### config.mk
export PLATFORM = sky130hd
export DESIGN_NAME = down_counter_timer
export DESIGN_NICKNAME = d
export VERILOG_FILES = /design/src/rtl/down_counter_timer.sv
export SDC_FILE = /design/constraint.sdc
export NUM_CORES = 1
export LEC_CHECK = 0
export CORE_MARGIN = 1.5
export CORE_UTILIZATION = 45
export DETAILED_ROUTE_END_ITERATION = 8
export PLACE_DENSITY = 0.77
export SYNTH_ARGS = -nofsm -noshare
export SYNTH_HDL_FRONTEND = slang
export SYNTH_SLANG_ARGS = --single-unit
export TNS_END_PERCENT = 1
### constraint.sdc
create_clock -name clk -period 2.8 [get_ports clk]
set_input_delay 0.56 -clock clk [delete_from_list [all_inputs] [get_ports clk]]
set_output_delay 0.56 -clock clk [all_outputs]
set_load 0.005 [all_outputs]
### src/rtl/down_counter_timer.sv
// rtl/down_counter_timer.sv - loadable one-shot / periodic down-counting timer
//
// Purpose: load a start value, start, decrement once per non-held cycle down
// to zero, pulse tc on the 1->0 step and hold done until acknowledged.
// Optional periodic mode: define DOWN_COUNTER_TIMER_AUTO_RELOAD_EN.
//
// Ports:
//   clk       in   rising-edge clock
//   reset     in   asynchronous active-low reset
//   load      in   load value and abort to IDLE (overrides start/ack)
//   load_val  in   start and reload value, sampled when load=1
//   start     in   begin countdown, honoured only in IDLE
//   hold      in   freeze count while in RUN
//   ack       in   acknowledge done, honoured only in DONE
//   count     out  current count (registered)
//   busy      out  1 while in RUN
//   done      out  1 while in DONE
//   tc        out  one-cycle registered pulse on reaching zero

module down_counter_timer #(
    parameter int WIDTH = 8
) (
    input  logic             clk,
    input  logic             reset,
    input  logic             load,
    input  logic [WIDTH-1:0] load_val,
    input  logic             start,
    input  logic             hold,
    input  logic             ack,
    output logic [WIDTH-1:0] count,
    output logic             busy,
    output logic             done,
    output logic             tc
);

    typedef enum logic [1:0] {
        ST_IDLE = 2'd0,
        ST_RUN  = 2'd1,
        ST_DONE = 2'd2
    } state_t;

    localparam logic [WIDTH-1:0] ZERO = '0;
    localparam logic [WIDTH-1:0] ONE  = {{(WIDTH-1){1'b0}}, 1'b1};

    state_t           state_q, state_d;
    logic [WIDTH-1:0] count_q, count_d;
    logic [WIDTH-1:0] reload_q, reload_d;
    logic             tc_q, tc_d;

    always_ff @(posedge clk or negedge reset) begin
        if (!reset) begin
            state_q  <= ST_IDLE;
            count_q  <= '0;
            reload_q <= '0;
            tc_q     <= 1'b0;
        end else begin
            state_q  <= state_d;
            count_q  <= count_d;
            reload_q <= reload_d;
            tc_q     <= tc_d;
        end
    end

    always_comb begin
        state_d  = state_q;
        count_d  = count_q;
        reload_d = reload_q;
        tc_d     = 1'b0;

        if (load) begin
            count_d  = load_val;
            reload_d = load_val;
            state_d  = ST_IDLE;
        end else begin
            unique case (state_q)
                ST_IDLE: begin
                    if (start) begin
                        if (count_q != ZERO) begin
                            state_d = ST_RUN;
                        end else begin
                            // Zero-length interval: expire immediately.
                            state_d = ST_DONE;
                            tc_d    = 1'b1;
                        end
                    end
                end
                ST_RUN: begin
                    if (!hold) begin
`ifdef DOWN_COUNTER_TIMER_AUTO_RELOAD_EN
                        // Periodic: the cycle spent at zero reloads, so the
                        // period is N+1 cycles and RUN is never left here.
                        if (count_q == ZERO) begin
                            count_d = reload_q;
                        end else begin
                            count_d = count_q - ONE;
                            tc_d    = (count_q == ONE);
                        end
`else
                        if (count_q == ZERO) begin
                            // Unreachable in normal use; never decrement at 0.
                            state_d = ST_DONE;
                        end else begin
                            count_d = count_q - ONE;
                            if (count_q == ONE) begin
                                state_d = ST_DONE;
                                tc_d    = 1'b1;
                            end
                        end
`endif
                    end
                end
                ST_DONE: begin
                    count_d = ZERO;
                    if (ack) begin
                        state_d = ST_IDLE;
                    end
                end
                default: begin
                    state_d = ST_IDLE;
                end
            endcase
        end
    end

    assign count = count_q;
    assign busy  = (state_q == ST_RUN);
    assign done  = (state_q == ST_DONE);
    assign tc    = tc_q;

endmodule
# == Yosys cells after proc, flatten, opt, wreduce, memory -nomap -nowiden ==
# Cells that the tools add are included.
# totals
out_inout_bits,11
regBits,11
input_bits,14
# op_classes
muxes,19
addsub,1
reduce_logical,6
eq_ne,8
# op_table
op,n
8-bit 2-to-1 mux,3
8-bit case mux with 2 select lines,1
2-bit 2-to-1 mux,7
3-bit != test (second input constant),4
8-bit by 1-bit == test with 1-bit output (second input constant),1
8-bit logical NOT,1
8-bit nonzero test,1
8-bit by 1-bit subtractor with 8-bit output (second input constant),1
1-bit 2-to-1 mux,6
2-bit case mux with 3 select lines,1
4-bit by 2-bit != test with 1-bit output (second input constant),1
4-bit AND reduction,1
3-bit AND reduction,1
3-bit nonzero test,1
2-bit by 1-bit == test with 1-bit output (second input constant),1
2-bit == test (second input constant),1
2-bit logical NOT,1
1-bit case mux with 2 select lines,1

# == Logic depth before layout (Yosys ltp) ==
# logic_depth
ltp_word,6
depth_mapped,6
ltp_nobuf,6

# == Worst setup path after synthesis ==
# OpenSTA, ideal clock, no wires.
# synth_timing
path_kind,register -> register
start,"reg count_q[0], in the netlist count[0]"
end,"reg count_q[6], in the netlist count[6]"
path_stages_with_launch,7
slack_ns,1.008
t_required_ns,2.668
t_arrival_ns,1.660
period_less_slack_ns,1.792
path_cell_list,dfrtp_1 inv_1 ha_1 or3b_2 or3_1 nor3_1 o211ai_1
# synth_between
elab_chain_cells,5
# synth_rtl
element,line,rtl
"start, declared",46,"logic [WIDTH-1:0] count_q, count_d;"
"start signal, assigned",58,count_q <= count_d;
8-bit by 1-bit subtractor with 8-bit output,103,count_d = count_q - ONE;
8-bit 2-to-1 mux,99,if (count_q == ZERO) begin
8-bit 2-to-1 mux,88,if (!hold) begin
8-bit case mux with 2 select lines,75,unique case (state_q)
8-bit 2-to-1 mux,70,if (load) begin
# Parallel ways exist; a longest one is shown, timed or not. The select of a mux whose other input is x is not followed.
# A chain may end at the register's enable or synchronous reset.

# == Worst setup path in the final report ==
# layout_timing
start,in load
end,"reg count_q[1], in the netlist count[1]"
# layout_between
elab_chain_cells,2
# layout_rtl
element,line,rtl
"start, declared",25,"input logic load,"
3-bit != test (no source line) / 3-bit nonzero test (equally long branches),--,
3-bit AND reduction (no source line),--,
# Parallel ways exist; a longest one is shown, timed or not.

==> flow_summary_export.csv <==
group,metric,value,unit
clock_network,ctsResizeCount,0,
global_routing,grt_max_degree,14,
clock_network,cts_tree,"built",
logic_synthesis,synth_top_area_share,33.8,%
min_path,hp-class,"reg2reg",
routing,wirelength,2090,um
timing,relSlewSlack,57.7,%
clock_network,clockBufferDepth,2,
logic_synthesis,synth_common_cells,"dfrtp_1 (11), nand2_1 (9), nand3_1 (6), nor2_1 (6), nor3_1 (6)",
routing,vias,858,
floorplanning,rows,15,
timing,rsz0062_at_grt,"false",
logic_synthesis,ys_types,35,
routing,avgViaCountPerCell,5.84,
timing,fin_crit_sh,77.0,%
clock_network,clock_sinks,11,
timing,min_period,2160,ps
logic_synthesis,netlist_instances,94,
logic_synthesis,synthesis.area,815,um2
placement,dp_hpwl,1520,um
timing,setup_viol,0,
timing,clock_skew,1.22,ps
clock_network,root_buffer,"clkbuf_4",
logic_synthesis,synth.most_common_cell,"dfrtp_1",
job,max_cap_violations,0,
timing,slew_viol_final,0,
setup_path,cp-start-kind,"primary input",
routing,ant_nets,0,
clock_network,path_clk_slew,70,ps
setup_path,worstSetupEndpointType,"register",
logic_synthesis,yosysTopAreaCell,"dfrtp_1",
setup_path,critPathRequiredTime,2940,ps
floorplanning,dieArea,2070,um2
routing,dr.pass1.iters,4,
clock_network,cts_hold_buffers,0,
setup_path,path_class,"in2reg",
global_routing,overflow,0,
clock_network,htreeDepth,1,
logic_synthesis,synthArstFlopShare,100,%
setup_path,worst_path_largest_cell_delay,760,ps
clock_network,cts_buffers,3,
layout,area_growth,36.1,%
setup_path,crit_fanout,13,
setup_path,slowest_stage,"clkdlybuf4s50_1",
placement,pre_cts_slack,429,ps
global_routing,grt_pass1_vias,736,
floorplanning,die_h,45.5,um
placement,gp_congestion,0.852,
setup_path,cp_cell_sequence,"clkdlybuf4s50_1, nor2b_1, nor2_1, nand2_1, o311ai_0",
timing,finalSetupTns,0,ps
routing,wl_per_cell,14.2,um
logic_synthesis,syn_nets,111,
floorplanning,core,1710,um2
timing,hold_violations,0,
global_routing,grt_pass1_wl,3360,um
logic_synthesis,synthTopCellsByArea,"dfrtp_1 (34%), ha_1 (4.6%), nand2_1 (4.1%)",
logic_synthesis,synth_seq_area_share,33.8,%
logic_synthesis,syn_area_per_cell,8.67,um2
power,ir_drop,0.371,mV
clock_network,clock_latency,270,ps
power,power_density,433,nW/um2
clock_network,postCtsSetupBuffers,0,
global_routing,antenna_found_initial,0,
setup_path,timing.critical_path.arrival,2300,ps
logic_synthesis,synth_edf_count,0,
routing,drc,0,
placement,place_inst,143,
global_routing,grtUsageTotal,22.9,%
timing,fin_ws,645,ps
floorplanning,io_pins,25,
floorplanning,dieWidth,45.5,um
layout,fin_cells,147,
logic_synthesis,synth-seq-cells,11,
timing,max_freq,0.464,GHz
layout,drive_above_1_share,9.84,%
layout,fin_nets,140,
layout,insertedDiodeCount,0,
logic_synthesis,yosysWarningCount,0,
placement,portBuffers,24,
logic_synthesis,synthFlopType,"dfrtp_1",
timing,worst_pin_slew,629,ps
routing,drt_iter0_drc,40,
status,status,"complete, no violations",
floorplanning,start_util,47.7,%
power,p_leak,0.427,nW
[power breakdown]
group	total, W	internal [W]	switching (W)
sequential	0.000207	0.000176	0.0000308
combinational	0.000165	0.0000898	0.0000755
clock	0.000107	0.0000551	0.0000523
total	0.000480	0.000321	0.000159
[final cells by class]
cell class | count | area (um2)
clock buffers | 4 | 26.3
fillers | 154 | 599
inverters | 5 | 18.8
multi-input cells | 75 | 494
flip-flops and latches | 11 | 275
well taps | 25 | 31.3
repair buffers | 27 | 263
[metrics by stage]
| step | utilization (%) | total power (W) | cell area [um2] | hold WS, ps |
|---|---|---|---|---|
| 2_1_floorplan | - | 0.000291 | 815 | 264 |
| 3_3_place_gp | 63.4 | 0.000370 | 1080 | 494 |
| 3_5_place_dp | 63.4 | 0.000373 | 1080 | 499 |
| 4_1_cts | 64.9 | 0.000481 | 1110 | 513 |
| 5_1_grt | 64.9 | 0.000514 | 1110 | 538 |
| 6_report | 64.9 | 0.000480 | 1110 | 512 |
[cells by family (layout without fill, tap and decap cells)]
kind of cell	Yosys count	in the layout	synth area share [%]
simple gates	53	53	37.8
compound gates	19	19	18.3
flops	11	11	33.8
buf+inv	8	36	5.53
fa+ha+maj	3	3	4.61
[layout by cell type (no fill, tap or decap), types with 2 or more instances in the layout]
cell	Yosys	layout
a32oi_1	2	2
nor3_1	6	6
a221oi_1	2	2
nand2_1	9	9
nor2_1	6	6
nand4_1	3	3
nor2b_1	3	3
a21oi_1	3	3
ha_1	3	3
o311ai_0	2	2
nor4b_1	2	2
clkbuf_4	0	3
or2_2	2	2
inv_1	5	5
buf_4	0	3
o211ai_1	3	3
clkdlybuf4s50_1	0	24
nor4_1	5	5
nand3_1	6	6
dfrtp_1	11	11
or2b_1	2	2
or3_1	2	2
[worst paths after layout]
| path | startpoint | end | slack [ps] | cells past startpoint |
|---|---|---|---|---|
| worst max-delay path | load | count[1] | 640 | 5 |
| worst min-delay path | state_q[1] | tc | 510 | 1 |
| worst max register to register | count[0] | count[6] | 830 | 6 |
| worst min register to register | state_q[1] | tc | 510 | 1 |
| max in group asynchronous | reset | count[6] | 1800 | 1 |
| min in group asynchronous | reset | count[0] | 640 | 1 |
[flip-flops by register name, summed over array words and instances (netlist names)]
name     count
count        8
state_q      2
tc           1
[worst max-delay path: cells and delay by family]
family / cells / cell delay [ps]
compound gates: 1 / 360
buf+inv: 1 / 760
simple gates: 3 / 610
[routing by layer]
metal,share of wire (%),global-route usage (%),up-vias,wire length (um)
met3,7.0,5.95,2,146
met4,1.0,7.06,0,21
met5,0,0,-,0
met2,48,34.9,39,1010
met1,44,31.4,395,915
li1,-,-,422,-
(Power assumes the default switching activity.)
